$ cat src/rtl/module_uart_rx_if.sv
// Byte/status bundle between the UART receiver and the RX control FSM.
// master = receiver (drives byte and flags), slave = control FSM (drives the clear).
interface module_uart_rx_if;
    logic [7:0] rx_data_o;
    logic       rx_data_rdy_o;
    logic       frame_err_o;
    logic       overrun_o;
    logic       new_rx_clear_i;

    modport master (
        output rx_data_o,
        output rx_data_rdy_o,
        output frame_err_o,
        output overrun_o,
        input  new_rx_clear_i
    );

    modport slave (
        input  rx_data_o,
        input  rx_data_rdy_o,
        input  frame_err_o,
        input  overrun_o,
        output new_rx_clear_i
    );
endinterface

$ cat src/rtl/module_uart_rx.sv
// 8N1 UART receiver, LSB first, fixed divisor, mid-bit sampling.
// Holds the last good byte with sticky ready/overrun flags cleared by the RX control FSM.
module module_uart_rx #(
    parameter int unsigned CLKS_PER_BIT = 868,
    parameter int unsigned CNT_W        = $clog2(CLKS_PER_BIT)
) (
    input  logic             clk_i,
    input  logic             reset_i,
    input  logic             rx_i,
    module_uart_rx_if.master rx_bus
);

    localparam logic [CNT_W-1:0] BitTerm  = CNT_W'(CLKS_PER_BIT - 1);
    localparam logic [CNT_W-1:0] HalfTerm = CNT_W'(CLKS_PER_BIT / 2 - 1);

    typedef enum logic [2:0] {
        StIdle,
        StStart,
        StData,
        StStop,
        StWaitHigh
    } state_e;

    logic [1:0]       sync_q;
    logic             rx_s;

    state_e           state_q, state_d;
    logic [CNT_W-1:0] cnt_q, cnt_d;
    logic [2:0]       idx_q, idx_d;
    logic [7:0]       shift_q, shift_d;

    logic [7:0]       data_q, data_d;
    logic             rdy_q, rdy_d;
    logic             ovr_q, ovr_d;
    logic             ferr_q, ferr_d;

    logic             byte_done;
    logic             stop_bad;
    logic             clear;

    assign rx_s  = sync_q[1];
    assign clear = rx_bus.new_rx_clear_i;

    // Receive FSM: timing and bit capture only, no knowledge of the clear handshake.
    always_comb begin
        state_d   = state_q;
        cnt_d     = cnt_q;
        idx_d     = idx_q;
        shift_d   = shift_q;
        byte_done = 1'b0;
        stop_bad  = 1'b0;

        unique case (state_q)
            StIdle: begin
                if (!rx_s) begin
                    state_d = StStart;
                    cnt_d   = '0;
                    idx_d   = '0;
                end
            end

            StStart: begin
                if (cnt_q == HalfTerm) begin
                    cnt_d   = '0;
                    state_d = rx_s ? StIdle : StData;
                end else begin
                    cnt_d = cnt_q + CNT_W'(1);
                end
            end

            StData: begin
                if (cnt_q == BitTerm) begin
                    cnt_d          = '0;
                    shift_d[idx_q] = rx_s;
                    idx_d          = idx_q + 3'd1;
                    if (idx_q == 3'd7) begin
                        state_d = StStop;
                    end
                end else begin
                    cnt_d = cnt_q + CNT_W'(1);
                end
            end

            StStop: begin
                if (cnt_q == BitTerm) begin
                    cnt_d = '0;
                    if (rx_s) begin
                        byte_done = 1'b1;
                        state_d   = StIdle;
                    end else begin
                        stop_bad = 1'b1;
                        state_d  = StWaitHigh;
                    end
                end else begin
                    cnt_d = cnt_q + CNT_W'(1);
                end
            end

            StWaitHigh: begin
                // A break must not look like a new start bit.
                if (rx_s) begin
                    state_d = StIdle;
                end
            end

            default: begin
                state_d = StIdle;
            end
        endcase
    end

    // Completion wins over clear: a byte landing during a clear is a fresh, unread byte.
    always_comb begin
        data_d = data_q;
        rdy_d  = rdy_q;
        ovr_d  = ovr_q;
        ferr_d = stop_bad;

        if (byte_done) begin
            data_d = shift_q;
            if (clear) begin
                rdy_d = 1'b1;
                ovr_d = 1'b0;
            end else if (rdy_q) begin
                ovr_d = 1'b1;
            end else begin
                rdy_d = 1'b1;
            end
        end else if (clear) begin
            rdy_d = 1'b0;
            ovr_d = 1'b0;
        end
    end

    always_ff @(posedge clk_i) begin
        if (reset_i) begin
            sync_q  <= 2'b11;
            state_q <= StIdle;
            cnt_q   <= '0;
            idx_q   <= '0;
            shift_q <= '0;
            data_q  <= '0;
            rdy_q   <= 1'b0;
            ovr_q   <= 1'b0;
            ferr_q  <= 1'b0;
        end else begin
            sync_q  <= {sync_q[0], rx_i};
            state_q <= state_d;
            cnt_q   <= cnt_d;
            idx_q   <= idx_d;
            shift_q <= shift_d;
            data_q  <= data_d;
            rdy_q   <= rdy_d;
            ovr_q   <= ovr_d;
            ferr_q  <= ferr_d;
        end
    end

    assign rx_bus.rx_data_o     = data_q;
    assign rx_bus.rx_data_rdy_o = rdy_q;
    assign rx_bus.frame_err_o   = ferr_q;
    assign rx_bus.overrun_o     = ovr_q;

endmodule

$ cat src/flat_wrapper.sv
// flat-port wrapper written by rule: the top's interface ports become plain ports
module module_uart_rx_flat 
#(
    parameter int unsigned CLKS_PER_BIT = 868,
    parameter int unsigned CNT_W        = $clog2(CLKS_PER_BIT)
)
  (clk_i, reset_i, rx_i, rx_bus_rx_data_o, rx_bus_rx_data_rdy_o, rx_bus_frame_err_o, rx_bus_overrun_o, rx_bus_new_rx_clear_i);
  module_uart_rx_if rx_bus_i ();
  input  logic clk_i;
  input  logic reset_i;
  input  logic rx_i;
  output wire logic [$bits(rx_bus_i.rx_data_o)-1:0] rx_bus_rx_data_o;
  output wire logic [$bits(rx_bus_i.rx_data_rdy_o)-1:0] rx_bus_rx_data_rdy_o;
  output wire logic [$bits(rx_bus_i.frame_err_o)-1:0] rx_bus_frame_err_o;
  output wire logic [$bits(rx_bus_i.overrun_o)-1:0] rx_bus_overrun_o;
  input wire logic [$bits(rx_bus_i.new_rx_clear_i)-1:0] rx_bus_new_rx_clear_i;
  assign rx_bus_rx_data_o = rx_bus_i.rx_data_o;
  assign rx_bus_rx_data_rdy_o = rx_bus_i.rx_data_rdy_o;
  assign rx_bus_frame_err_o = rx_bus_i.frame_err_o;
  assign rx_bus_overrun_o = rx_bus_i.overrun_o;
  assign rx_bus_i.new_rx_clear_i = rx_bus_new_rx_clear_i;
  module_uart_rx #(.CLKS_PER_BIT(CLKS_PER_BIT), .CNT_W(CNT_W)) u_core (.clk_i(clk_i), .reset_i(reset_i), .rx_i(rx_i), .rx_bus(rx_bus_i));
endmodule
$ cat config.mk
export PLATFORM = sky130hd
export DESIGN_NAME = module_uart_rx_flat
export DESIGN_NICKNAME = d
export VERILOG_FILES = /design/src/rtl/module_uart_rx_if.sv /design/src/rtl/module_uart_rx.sv /design/src/flat_wrapper.sv
export SDC_FILE = /design/constraint.sdc
export NUM_CORES = 1
export LEC_CHECK = 0
export CORE_MARGIN = 1
export CORE_UTILIZATION = 45
export CTS_CLUSTER_DIAMETER = 200
export DETAILED_ROUTE_END_ITERATION = 8
export HOLD_SLACK_MARGIN = 0.03
export PLACE_DENSITY_LB_ADDON = 0.12
export SLEW_MARGIN = 20
export SYNTH_ARGS = -nofsm -noshare
export SYNTH_HDL_FRONTEND = slang
export SYNTH_SLANG_ARGS = --single-unit
$ cat constraint.sdc
create_clock -name clk_i -period 2.89 [get_ports clk_i]
set_clock_uncertainty 0.15 [all_clocks]
set_input_delay 0.578 -clock clk_i [delete_from_list [all_inputs] [get_ports clk_i]]
set_output_delay 0.578 -clock clk_i [all_outputs]
set_load 0.03 [all_outputs]
==> results of run 1 <==
-- stage by stage --
step	hold slack [ps]	cell area, µm²	setup slack, ps	power, W
finish	276	1960	455	0.000972
CTS	280	1960	459	0.000982
global route	288	1960	306	0.00100
global placement	253	1860	551	0.000562
floorplan	239	1680	595	0.000551
detailed placement	261	1860	468	0.000563
-- state kept, by name, indices dropped and copies added (netlist names) --
| name | count |
|---|---|
| u_core.idx_q | 3 |
| u_core.cnt_q | 10 |
| u_core.sync_q | 2 |
| u_core.rx_bus.overrun_o | 1 |
| u_core.rx_bus.rx_data_o | 8 |
| u_core.rx_bus.frame_err_o | 1 |
| u_core.state_q | 3 |
| u_core.shift_q | 8 |
| u_core.rx_bus.rx_data_rdy_o | 1 |
-- cells in the mapped netlist (2+ instances only) --
cell / count / share of area
a21oi_1: 21 / 0.063
a31oi_1: 5 / 0.019
and3_1: 2 / 0.0075
buf_2: 2 / 0.0060
clkbuf_1: 8 / 0.018
dfxtp_1: 37 / 0.44
ha_1: 4 / 0.030
inv_1: 2 / 0.0045
mux2i_1: 9 / 0.054
nand2_1: 35 / 0.078
nand2b_1: 2 / 0.0075
nand3_1: 8 / 0.024
nand3b_1: 2 / 0.0090
nand4_1: 5 / 0.019
nand4bb_1: 2 / 0.013
nor2_1: 20 / 0.045
nor2b_1: 3 / 0.011
nor3_1: 7 / 0.021
nor3b_1: 3 / 0.013
nor4_1: 2 / 0.0075
o21a_1: 2 / 0.0090
o21ai_0: 5 / 0.015
or2_2: 2 / 0.0075
or4b_1: 2 / 0.012
-- worst max-delay path, stage by stage, from the launching register on --
cell	delay (ps)
dfxtp_1	390
ha_1	230
nand4bb_1	170
or4b_1	640
or4b_1	520
mux2i_1	170
nor2_1	60
-- worst max path at each step --
stage / start / endpoint / slack, ps / depth (start not counted)
finish: u_core.cnt_q[0] / u_core.shift_q[1] / 450 / 6
global route: u_core.cnt_q[0] / u_core.shift_q[1] / 310 / 6
CTS: u_core.cnt_q[0] / u_core.shift_q[1] / 460 / 6
detailed placement: u_core.cnt_q[0] / u_core.shift_q[1] / 470 / 6
global placement: u_core.cnt_q[0] / u_core.shift_q[1] / 550 / 6
floorplan: u_core.cnt_q[0] / u_core.shift_q[1] / 600 / 7
-- cell type report --
cell class	count	area share
inverters	2	0.00383
multi-input cells	153	0.449
repair buffers	18	0.0868
well taps	46	0.0294
clock inverters	2	0.0179
clock buffers	5	0.0351
flip-flops and latches	37	0.378
-- power by group through the flow --
stage,clock [W],combinational (W),sequential (W)
3_5_place_dp,0,0.0000347,0.000529
2_1_floorplan,0,0.0000243,0.000526
3_3_place_gp,0,0.0000338,0.000528
5_1_grt,0.000450,0.0000382,0.000517
4_1_cts,0.000430,0.0000347,0.000517
6_report,0.000420,0.0000347,0.000517
-- kinds of logic after synthesis --
logic type / synth area share
AOI/OAI and AO/OA: 0.137
adders and majority gates: 0.0299
buffers and inverters: 0.0336
DFF: 0.442
muxes: 0.0537
and+or+nand+nor: 0.304
-- routing by layer --
layer  vias up  global-route usage
li1        742                   -
met1       667               0.252
met2        28               0.320
met3         6              0.0383
met4         0              0.0698
met5         -                   0
==> flow_summary_export.csv, run 1 <==
group,metric,value,unit
die,initial_core_util,0.487,
final_layout,drive_gt1_frac,0.0737,
route,firstDrtPassIters,4,
global_routing,gr-total-overflow,0,
clocking,cts_made_buffers,5,
power,p_sw_frac,0.201,
final_layout,area_delta_synth_final,16.9,%
die,num_rows,21,
placement,hpwl,2440,µm
final_layout,final_common_cell,"dfxtp_1",
final_layout,diodes,0,
min_path,hold_path.class,"flop to flop",
final_layout,multi_input_area,880,µm²
route,drt-initial-drc-count,99,
power,power_frac_comb,0.036,
synthesis,syn_inst,204,
timing,max_freq,411,MHz
route,drt-met1-wl,1690,µm
final_layout,fin_util,0.569,
die,die_x,63.0,µm
power,leakagePower,0.665,nW
critical_path,cp-start-kind,"flop",
route,totalWireLength,3420,µm
synthesis,ys_warn_count,0,
power,p_sw,0.000195,W
timing,worst_slew_pin_slew,535,ps
timing,timing.slew.headroom,0.642,
critical_path,r2r_cells,6,
critical_path,path_max_fanout,6,
clocking,cts.hold.buffers_added,0,
synthesis,async_flop_share,0,
clocking,path_clk_slew,70,ps
die,num_io_pins,15,
synthesis,synth.distinct_cells,38,
synthesis,syn_avg_cell_area,8.22,µm²
route,wl_per_cell,13.0,µm
power,power.share.clock,0.433,
timing,period_minus_slack,2440,ps
route,met3_length,94,µm
synthesis,syn-num-nets,212,
timing,fin_crit_sh,0.843,
timing,finalMaxSlewViolations,0,
route,drc_errors,0,
critical_path,crit_required,2920,ps
critical_path,reg2reg_from,"u_core.cnt_q[0]",
clocking,cts_tree,"done",
final_layout,fill_cells,319,
synthesis,synthFlopType,"dfxtp_1",
clocking,htreeDepth,2,
power,seqPwrFrac,0.532,
critical_path,path_class,"flop to flop",
die,design.die.area,3970,µm²
final_layout,fin_nets,225,
critical_path,r2r_end,"u_core.shift_q[1]",
route,vias,1443,
clocking,cts.sink_count,37,
route,wl_met2,1590,µm
placement,dp.cells,256,
min_path,worst_hold_path.num_cells,1,
global_routing,grt_max_degree,17,
clocking,clockRootBuffer,"clkbuf_8",
clocking,post_cts_buffers,0,
route,avgViaCountPerCell,5.49,
global_routing,gr-usage-all-layers,0.195,
die,core-area,3440,µm²
placement,port_buffers,14,
global_routing,antenna_found_initial,0,
final_layout,final-seq-area,741,µm²
route,antenna_left,0,
final_layout,layoutNonFillerInstCount,263,
clocking,cts_resized,0,
die,die_y,63.0,µm
synthesis,netlist_area,1680,µm²
critical_path,crit_arrival,2460,ps
global_routing,grt_pass1_vias,1421,
min_path,worstHoldStart,"u_core.sync_q[0]",
synthesis,seq_area_frac_synth,0.442,
timing,fin_setup_tns,0,ps
power,p_int,0.000777,W
clocking,insertion_delay,280,ps
timing,rsz0062_at_grt,"false",
power,power-per-cell-area,496,nW/µm²
timing,finalSetupViolations,0,
flow_run,cap_violations,0,
route,top_layer,"met4",
clocking,clk_path_buf_depth,2,
critical_path,r2r_slack,450,ps
synthesis,synth_edf_count,0,
synthesis,ys_seq_elements,37,
power,ir_drop,0.290,mV
min_path,whs_endpoint,"u_core.sync_q[1]",
timing,hold_viol,0,
critical_path,crit_path_end_kind,"flop",
final_layout,mostFrequentLayoutCells,"dfxtp_1 (37), nand2_1 (35), a21oi_1 (21)",
global_routing,grt_pass1_wl,6180,µm
status,status,"finished, final reports clean",
placement,gp_congestion,0.787,
No activity file was read; power rests on OpenSTA's default activity.
==> run 2, diff against run 1 <==
==> constraint.sdc (replaced) <==
create_clock -name clk_i -period 2.12 [get_ports clk_i]
set_clock_uncertainty 0.15 [all_clocks]
set_input_delay 0.424 -clock clk_i [delete_from_list [all_inputs] [get_ports clk_i]]
set_output_delay 0.424 -clock clk_i [all_outputs]
set_load 0.03 [all_outputs]
==> flow_summary_export.csv, run 2 (synthesis gave the netlist of run 1 again) <==
group,metric,value,unit
timing,finalSetupViolations,1,
critical_path,crit_path_end_kind,"flop",
clocking,cts_made_buffers,5,
timing,fin_setup_tns,-30.3,ps
critical_path,crit_top_cell,"or4b_4",
final_layout,mostFrequentLayoutCells,"nand2_1 (35), dfxtp_1 (35), a21oi_1 (21)",
final_layout,fin_util,0.632,
route,top_layer,"met4",
route,wl_per_cell,13.6,µm
timing,rsz0062_at_grt,"true",
timing,hold_ws,267,ps
clocking,htreeDepth,2,
timing,max_freq,465,MHz
timing,worst_slew_pin_slew,524,ps
timing,period_minus_slack,2150,ps
critical_path,path_cells,"ha_4 > nand4bb_4 > or4b_4 > or4b_4 > mux2i_1 > nor2_1",
min_path,hold_path.class,"flop to flop",
die,num_rows,21,
final_layout,fin_nets,240,
route,antenna_left,0,
global_routing,grt_pass1_vias,1502,
power,ir_drop,0.325,mV
die,die_x,63.0,µm
clocking,cts_tree,"done",
timing,setup_ws,-30.3,ps
timing,timing.slew.headroom,0.650,
final_layout,drive_gt1_frac,0.197,
timing,fin_crit_sh,1.01,
final_layout,largest_reg_flops,10,
final_layout,fill_cells,303,
route,totalWireLength,3780,µm
critical_path,crit_required,2150,ps
route,vias,1542,
clocking,path_clk_slew,80,ps
die,num_io_pins,15,
die,initial_core_util,0.487,
timing,finalMaxSlewViolations,0,
route,met3_length,159,µm
status,status,"finished with violations",
clocking,cts_resized,7,
critical_path,max_stage_delay,530,ps
critical_path,cp_slowest_cell,"or4b_4",
final_layout,diodes,0,
clocking,insertion_delay,300,ps
global_routing,grt_pass1_wl,6730,µm
clocking,clockRootBuffer,"clkbuf_8",
route,firstDrtPassIters,4,
power,power-per-cell-area,573,nW/µm²
placement,port_buffers,14,
global_routing,antenna_found_initial,0,
global_routing,gr-usage-all-layers,0.215,
critical_path,path_class,"flop to flop",
route,drt-met1-wl,1810,µm
flow_run,cap_violations,0,
global_routing,gr-total-overflow,0,
timing,hold_viol,0,
final_layout,top_register,"u_core.cnt_q",
clocking,cts.hold.buffers_added,0,
die,core-area,3440,µm²
route,avgViaCountPerCell,5.53,
die,design.die.area,3970,µm²
critical_path,crit_arrival,2180,ps
route,drc_errors,0,
critical_path,path_max_fanout,3,
global_routing,grt_max_degree,38,
critical_path,cp-start-kind,"flop",
status,violations,"negative setup slack",
clocking,clk_path_buf_depth,2,
clocking,post_cts_buffers,0,
route,drt-initial-drc-count,151,
route,wl_met2,1780,µm
power,leakagePower,0.741,nW
final_layout,area_delta_synth_final,29.8,%
clocking,cts.sink_count,37,
placement,hpwl,2650,µm
placement,gp_congestion,0.847,
die,die_y,63.0,µm
[run 2: cell types whose count changed in the layout (fill, tap and decap cells not counted), sizes merged]
| cell | previous run | this run |
|---|---|---|
| buf | 4 | 19 |
| bufinv | 1 | 0 |
| clkinv | 1 | 2 |
| clkinvlp | 0 | 1 |
[run 2: area by class of cell]
cell class              count  area, µm²  area share
repair buffers             33        295       0.136
clock buffers               5       68.8      0.0316
multi-input cells         153        983       0.452
clock inverters             3       17.5     0.00805
inverters                   2       7.51     0.00345
well taps                  46       57.6      0.0265
flip-flops and latches     37        746       0.343
[run 2: final timing paths]
kind | slack [ps] | endpoint | depth (start not counted) | start
setup / recovery | -30 | u_core.shift_q[1] | 6 | u_core.cnt_q[1]
setup reg to reg | -30 | u_core.shift_q[1] | 6 | u_core.cnt_q[1]
hold / removal | 270 | u_core.sync_q[1] | 1 | u_core.sync_q[0]
hold reg to reg | 270 | u_core.sync_q[1] | 1 | u_core.sync_q[0]
[run 2: report_power, final]
group / total [W] / internal [W] / leakage (nW) / switching [W]
clock network: 0.000486 / 0.000227 / 0.0439 / 0.000259
logic: 0.0000591 / 0.0000254 / 0.397 / 0.0000338
registers: 0.000702 / 0.000698 / 0.300 / 0.00000388
total: 0.00125 / 0.000950 / 0.741 / 0.000297
[run 2: metrics by stage]
stage | cells | setup WS, ps | area, µm² | total power, W
CTS | 279 | -62.4 | 2120 | 0.00126
finish | 279 | -30.3 | 2180 | 0.00125
global placement | 271 | 12.2 | 2000 | 0.000774
detailed placement | 271 | -55.3 | 2000 | 0.000776
floorplan | 204 | -90.8 | 1690 | 0.000751
global route | 279 | -90.8 | 2180 | 0.00130
[run 2: metal layers]
layer  up-vias  track usage
li1        769            -
met5         -            0
met4         0       0.0872
met1       730        0.274
met3         6       0.0438
met2        37        0.349
[run 2: critical path, delay by kind of cell (launching register included)]
kind | cells | cell delay [ps]
and+or+nand+nor | 4 | 1200
muxes | 1 | 160
adders and majority gates | 1 | 150
DFF | 1 | 360
==> run 3, diff against run 2 <==
--- a/config.mk
+++ b/config.mk
@@ -7,7 +7,6 @@
 export LEC_CHECK = 0
 export CORE_MARGIN = 1
 export CORE_UTILIZATION = 45
-export CTS_CLUSTER_DIAMETER = 200
 export DETAILED_ROUTE_END_ITERATION = 8
 export HOLD_SLACK_MARGIN = 0.03
 export PLACE_DENSITY_LB_ADDON = 0.12
==> constraint.sdc (replaced) <==
create_clock -name clk_i -period 1.97 [get_ports clk_i]
set_clock_uncertainty 0.15 [all_clocks]
set_input_delay 0.394 -clock clk_i [delete_from_list [all_inputs] [get_ports clk_i]]
set_output_delay 0.394 -clock clk_i [all_outputs]
set_load 0.03 [all_outputs]
==> flow_summary_export.csv, run 3 (synthesis gave the netlist of run 1 again) <==
group,metric,value,unit
status,status,"finished with violations",
status,violations,"negative setup slack",
power,leakagePower,0.834,nW
power,power-per-cell-area,608,nW/µm²
critical_path,reg2reg_from,"u_core.cnt_q[0]",
final_layout,mostFrequentLayoutCells,"nand2_1 (35), dfxtp_1 (35), buf_4 (26)",
placement,gp_congestion,0.821,
clocking,cts_tree,"done",
global_routing,antenna_found_initial,0,
power,power,0.00144,W
die,num_rows,21,
timing,period_minus_slack,2080,ps
clocking,htreeDepth,2,
die,design.die.area,3970,µm²
global_routing,grt_max_degree,14,
final_layout,drive_gt1_frac,0.276,
timing,timing.slew.headroom,0.612,
critical_path,r2r_slack,-110,ps
timing,finalSetupViolations,8,
global_routing,grt_pass1_vias,1528,
clocking,cts_made_buffers,5,
timing,fin_crit_sh,1.06,
die,initial_core_util,0.487,
placement,port_buffers,14,
timing,worst_slew_pin_slew,580,ps
global_routing,gr-usage-all-layers,0.219,
power,ir_drop,0.586,mV
route,wl_per_cell,14.1,µm
route,avgViaCountPerCell,5.49,
global_routing,gr-total-overflow,0,
final_layout,area_delta_synth_final,41.0,%
timing,finalMaxSlewViolations,0,
critical_path,path_max_fanout,2,
final_layout,fin_nets,253,
die,core-area,3440,µm²
route,vias,1603,
die,die_x,63.0,µm
final_layout,fin_util,0.687,
clocking,path_clk_slew,80,ps
final_layout,diodes,0,
flow_run,cap_violations,0,
min_path,hold_path.class,"flop to flop",
min_path,worstHoldStart,"u_core.sync_q[0]",
timing,max_freq,480,MHz
timing,setup_ws,-114,ps
critical_path,cp-start-kind,"flop",
global_routing,grt_pass1_wl,6800,µm
timing,rsz0062_at_grt,"true",
critical_path,path_class,"flop to flop",
die,die_y,63.0,µm
clocking,clk_path_buf_depth,2,
route,drt-initial-drc-count,122,
critical_path,crit_arrival,2120,ps
critical_path,crit_path_end_kind,"flop",
timing,hold_viol,0,
route,firstDrtPassIters,6,
route,antenna_left,0,
critical_path,worstSetupStartpoint,"u_core.cnt_q[0]",
critical_path,crit_required,2010,ps
final_layout,top_register,"u_core.cnt_q",
clocking,cts.sink_count,37,
clocking,clockRootBuffer,"clkbuf_8",
route,totalWireLength,4110,µm
final_layout,largest_reg_flops,10,
clocking,cts.hold.buffers_added,0,
placement,hpwl,2660,µm
clocking,insertion_delay,290,ps
route,drc_errors,0,
die,num_io_pins,15,
-- run 3: cell count changes in the layout (fill, tap and decap cells not counted), sizes merged --
cell,previous run,this run
clkbuf,5,6
and3,2,3
buf,19,31
clkinv,2,1
-- run 3: layout make-up --
cell class,count,area [µm²]
Sequential cell,37,746
Multi-Input combinational cell,154,1050
Clock inverter,2,16.3
Clock buffer,6,93.8
Fill cell,277,1080
Timing Repair Buffer,45,392
Inverter,2,7.51
Tap cell,46,57.6
-- run 3: critical path: stages (launching register included) --
cell	delay (ps)
dfxtp_4	360
ha_4	150
nand4bb_4	110
or4b_4	510
or4b_4	500
mux2i_1	160
nor2_1	60
-- run 3: through the flow --
| step | TNS (ps) | cells | hold WS (ps) | worst slack, ps | instance area [µm²] |
|---|---|---|---|---|---|
| 6_report | -306 | 292 | 263 | -114 | 2360 |
| 5_1_grt | -2290 | 292 | 275 | -204 | 2360 |
| 4_1_cts | -209 | 288 | 264 | -105 | 2250 |
| 3_5_place_dp | -2430 | 278 | 248 | -165 | 2050 |
| 3_3_place_gp | -1910 | 278 | 245 | -137 | 2050 |
| 2_1_floorplan | -749 | 204 | 239 | -241 | 1710 |
-- run 3: report_power, final --
group	leakage, nW	switching, W	internal [W]	total, W
registers	0.300	0.00000484	0.000751	0.000756
clock network	0.0525	0.000283	0.000328	0.000610
logic	0.481	0.0000407	0.0000293	0.0000700
total	0.834	0.000328	0.00111	0.00144
-- run 3: metal layers --
layer	wire, µm	global-route usage
met5	0	0
met1	1920	0.280
met4	55	0.0872
met3	161	0.0493
met2	1980	0.352
-- run 3: final timing paths --
path / depth (start not counted) / to
min reg2reg: 1 / u_core.sync_q[1]
min: 1 / u_core.sync_q[1]
max reg2reg: 6 / u_core.shift_q[1]
max: 6 / u_core.shift_q[1]
-- run 3: timing repair --
item / 4_1_cts / 5_1_grt
endpoints found under the setup margin: 27 / 33
setup buffers: 2 / 2
gates cloned: 0 / 2
pin swaps: 10 / 22
gates resized for setup: 17 / 20
==> RTL change, RTL diff (config.mk and constraints of run 2) <==
Encoding of `state_e`: now Gray code (3 bits for 5 states).
--- a/src/rtl/module_uart_rx.sv
+++ b/src/rtl/module_uart_rx.sv
@@ -16,7 +16,7 @@
     typedef enum logic [2:0] {
-        StIdle,
-        StStart,
-        StData,
-        StStop,
-        StWaitHigh
+        StIdle     = 3'b000,
+        StStart    = 3'b001,
+        StData     = 3'b011,
+        StStop     = 3'b010,
+        StWaitHigh = 3'b110
     } state_e;
Function: same outputs for any inputs over 10 cycles, from zero or initial values and one cycle with reset_i high; not proved beyond that.
==> RTL change against run 2 <==
Design area is 2.4% higher. Setup slack gained 0.12 ns. Sequential cell count did not move. Area after synthesis up 15%. Routed wire length grew 8.3%. Largest cell class unchanged. Global-route usage shrank 1.3 points.
Power is not compared: it rests on default switching activity, and its combinational part moved more than twofold at a synthesized area within 25%.
==> RTL change: results (changes against run 2) <==
metric,value,unit,change
cell with the largest stage delay on the worst path,sky130_fd_sc_hd__dfxtp_1,,
Post-Route WL,4097,um,+8.3%
net count after synthesis,222,,+4.7%
Leak,0.7988,nW,
starting DRC count in detailed routing,108,,-28%
HPWL Detailed,3007,um,+14%
delay contributed by the slowest stage of the critical path,0.49,ns,-0.04 ns
"Arr. time, crit path",2.05,ns,-0.13 ns
cell total after placement,271,,unchanged
list of most frequent post-synthesis cells,"sky130_fd_sc_hd__dfxtp_1 (37), sky130_fd_sc_hd__a21oi_1 (17), sky130_fd_sc_hd__nand2_1 (15), sky130_fd_sc_hd__nor2_1 (15), sky130_fd_sc_hd__nand4_1 (12)",,
sequential fraction of the synthesis area,38.32,%,-5.9 points
maximum net fanout on the critical path,10,,+7
Avg Vias per Cell,5.857,,+6.0%
GR met2 Demand/Resource,28.47,%,-6.5 points
"Largest delay share family, worst path",compound AO/OA/AOI/OAI gates,,
TritonRoute pass-1 iters,4,,unchanged
Max-Slew Margin vs Limit,60.37,%,-4.7 points
number of nets in the finished design,236,,-1.7%
first element of the critical path,u_core.idx_q[1],,
highest-utilization routing layer at the global route stage,met1,,
setup repair bufs after CTS,0,,unchanged
register with the highest flop count,u_core.cnt_q,,
Total GRT Usage,20.19,%,-1.3 points
met3 track demand over resource in global routing,4.054,%,-0.33 points
global-route wire length before repair,6879,um,+2.3%
ratio of cells with drive above 1 in the final layout,13.10,%,-6.6 points
max FFs per register,10,,unchanged
leading post-synthesis cells by cell area,"sky130_fd_sc_hd__dfxtp_1 (38%), sky130_fd_sc_hd__mux2i_1 (5.2%), sky130_fd_sc_hd__a21oi_1 (4.4%), sky130_fd_sc_hd__nand4_1 (3.9%), sky130_fd_sc_hd__nand2_1 (2.9%)",,
HP Start,u_core.sync_q[0],,
run status,"finished, final reports clean",,
pin count of the biggest net entering global routing,20,,-47%
deepest level of the CTS H-tree,2,,unchanged
count of non-filler cells in the finished layout,279,,unchanged
number of global-route vias before repair,1470,,-2.1%
RePlAce Congestion,0.8942,,+5.6%
initial antenna violation count,0,,unchanged
clock input transition at the sequential cells of the worst setup and hold paths,0.07,ns,
instance area at placement,2107,um2,+5.4%
library cells used by synthesis,52,,+37%
global-route track usage on met1,29.01,%,+1.6 points
source-to-sink clock delay at the later pin of the worst-skew pair,0.29,ns,
cell count after synthesis,214,,+4.9%
Async SR Flop Fraction,0,%,unchanged
[RTL change: cell count changes in the layout (fill, tap and decap cells not counted), sizes merged, moves of 5 or more]
cell	delta
inv	+7
nor2	-6
nand4	+7
buf	-13
o31ai	+6
nand2	-20
o22ai	+5
[RTL change: power breakdown]
group / leakage [nW] / total, W / internal [W] / switching, W
clock: 0.0574 / 0.000641 / 0.000383 / 0.000258
combinational: 0.442 / 0.000187 / 0.0000755 / 0.000112
sequential: 0.299 / 0.000744 / 0.000710 / 0.0000333
total: 0.799 / 0.00157 / 0.00117 / 0.000403
[RTL change: worst paths after layout]
| path | end | slack (ns) | cells after the start |
|---|---|---|---|
| min | u_core.sync_q[1] | 0.26 | 1 |
| max reg2reg | u_core.state_q[0] | 0.09 | 6 |
| min reg2reg | u_core.sync_q[1] | 0.26 | 1 |
| max | u_core.state_q[0] | 0.09 | 6 |
[RTL change: metrics by stage]
stage	total power (W)	setup slack, ns
CTS	0.001576	0.09825
floorplan	0.0009095	0.3390
finish	0.001572	0.09403
global route	0.001635	0.005613
detailed placement	0.0009437	0.1217
global placement	0.0009297	0.1788
[RTL change: cell families after synthesis]
family	Yosys count	share of synthesized area, %
and+or+nand+nor	84	27.44
muxes	11	5.761
xor gates and xnor gates	2	0.9063
buffers and inverters	22	5.566
DFF	37	38.32
AOI/OAI and AO/OA	54	19.42
adders and majority gates	4	2.589
[RTL change: worst reg2reg max path, delay by kind of cell (launching register included)]
kind,cells,cell delay [ns]
flops,1,0.49
mux,1,0.31
fa+ha+maj,2,0.36
buf+inv,1,0.03
compound gates,2,0.57
[RTL change: cell type report]
class | instances | area, um2
well taps | 50 | 62.56
inverters | 9 | 33.78
flip-flops and latches | 37 | 742.0
clock inverters | 2 | 37.54
multi-input cells | 155 | 1085
clock buffers | 6 | 82.58
fillers | 377 | 1829
repair buffers | 20 | 185.2
[RTL change: what timing repair did]
| item | 4_1_cts | 5_1_grt |
|---|---|---|
| resized for setup | 0 | 1 |
| endpoints found under the hold margin | 0 | 0 |
| setup endpoints to repair | 0 | 1 |
| hold buffers | 0 | 0 |
[RTL change: layer usage]
layer  part of all wire (%)  wire length [um]  vias up
met5                      0                 0        -
met4                    1.6                65        0
met3                    3.8               155        7
met2                     44              1787       38
met1                     51              2088      765
li1                       -                 -      824
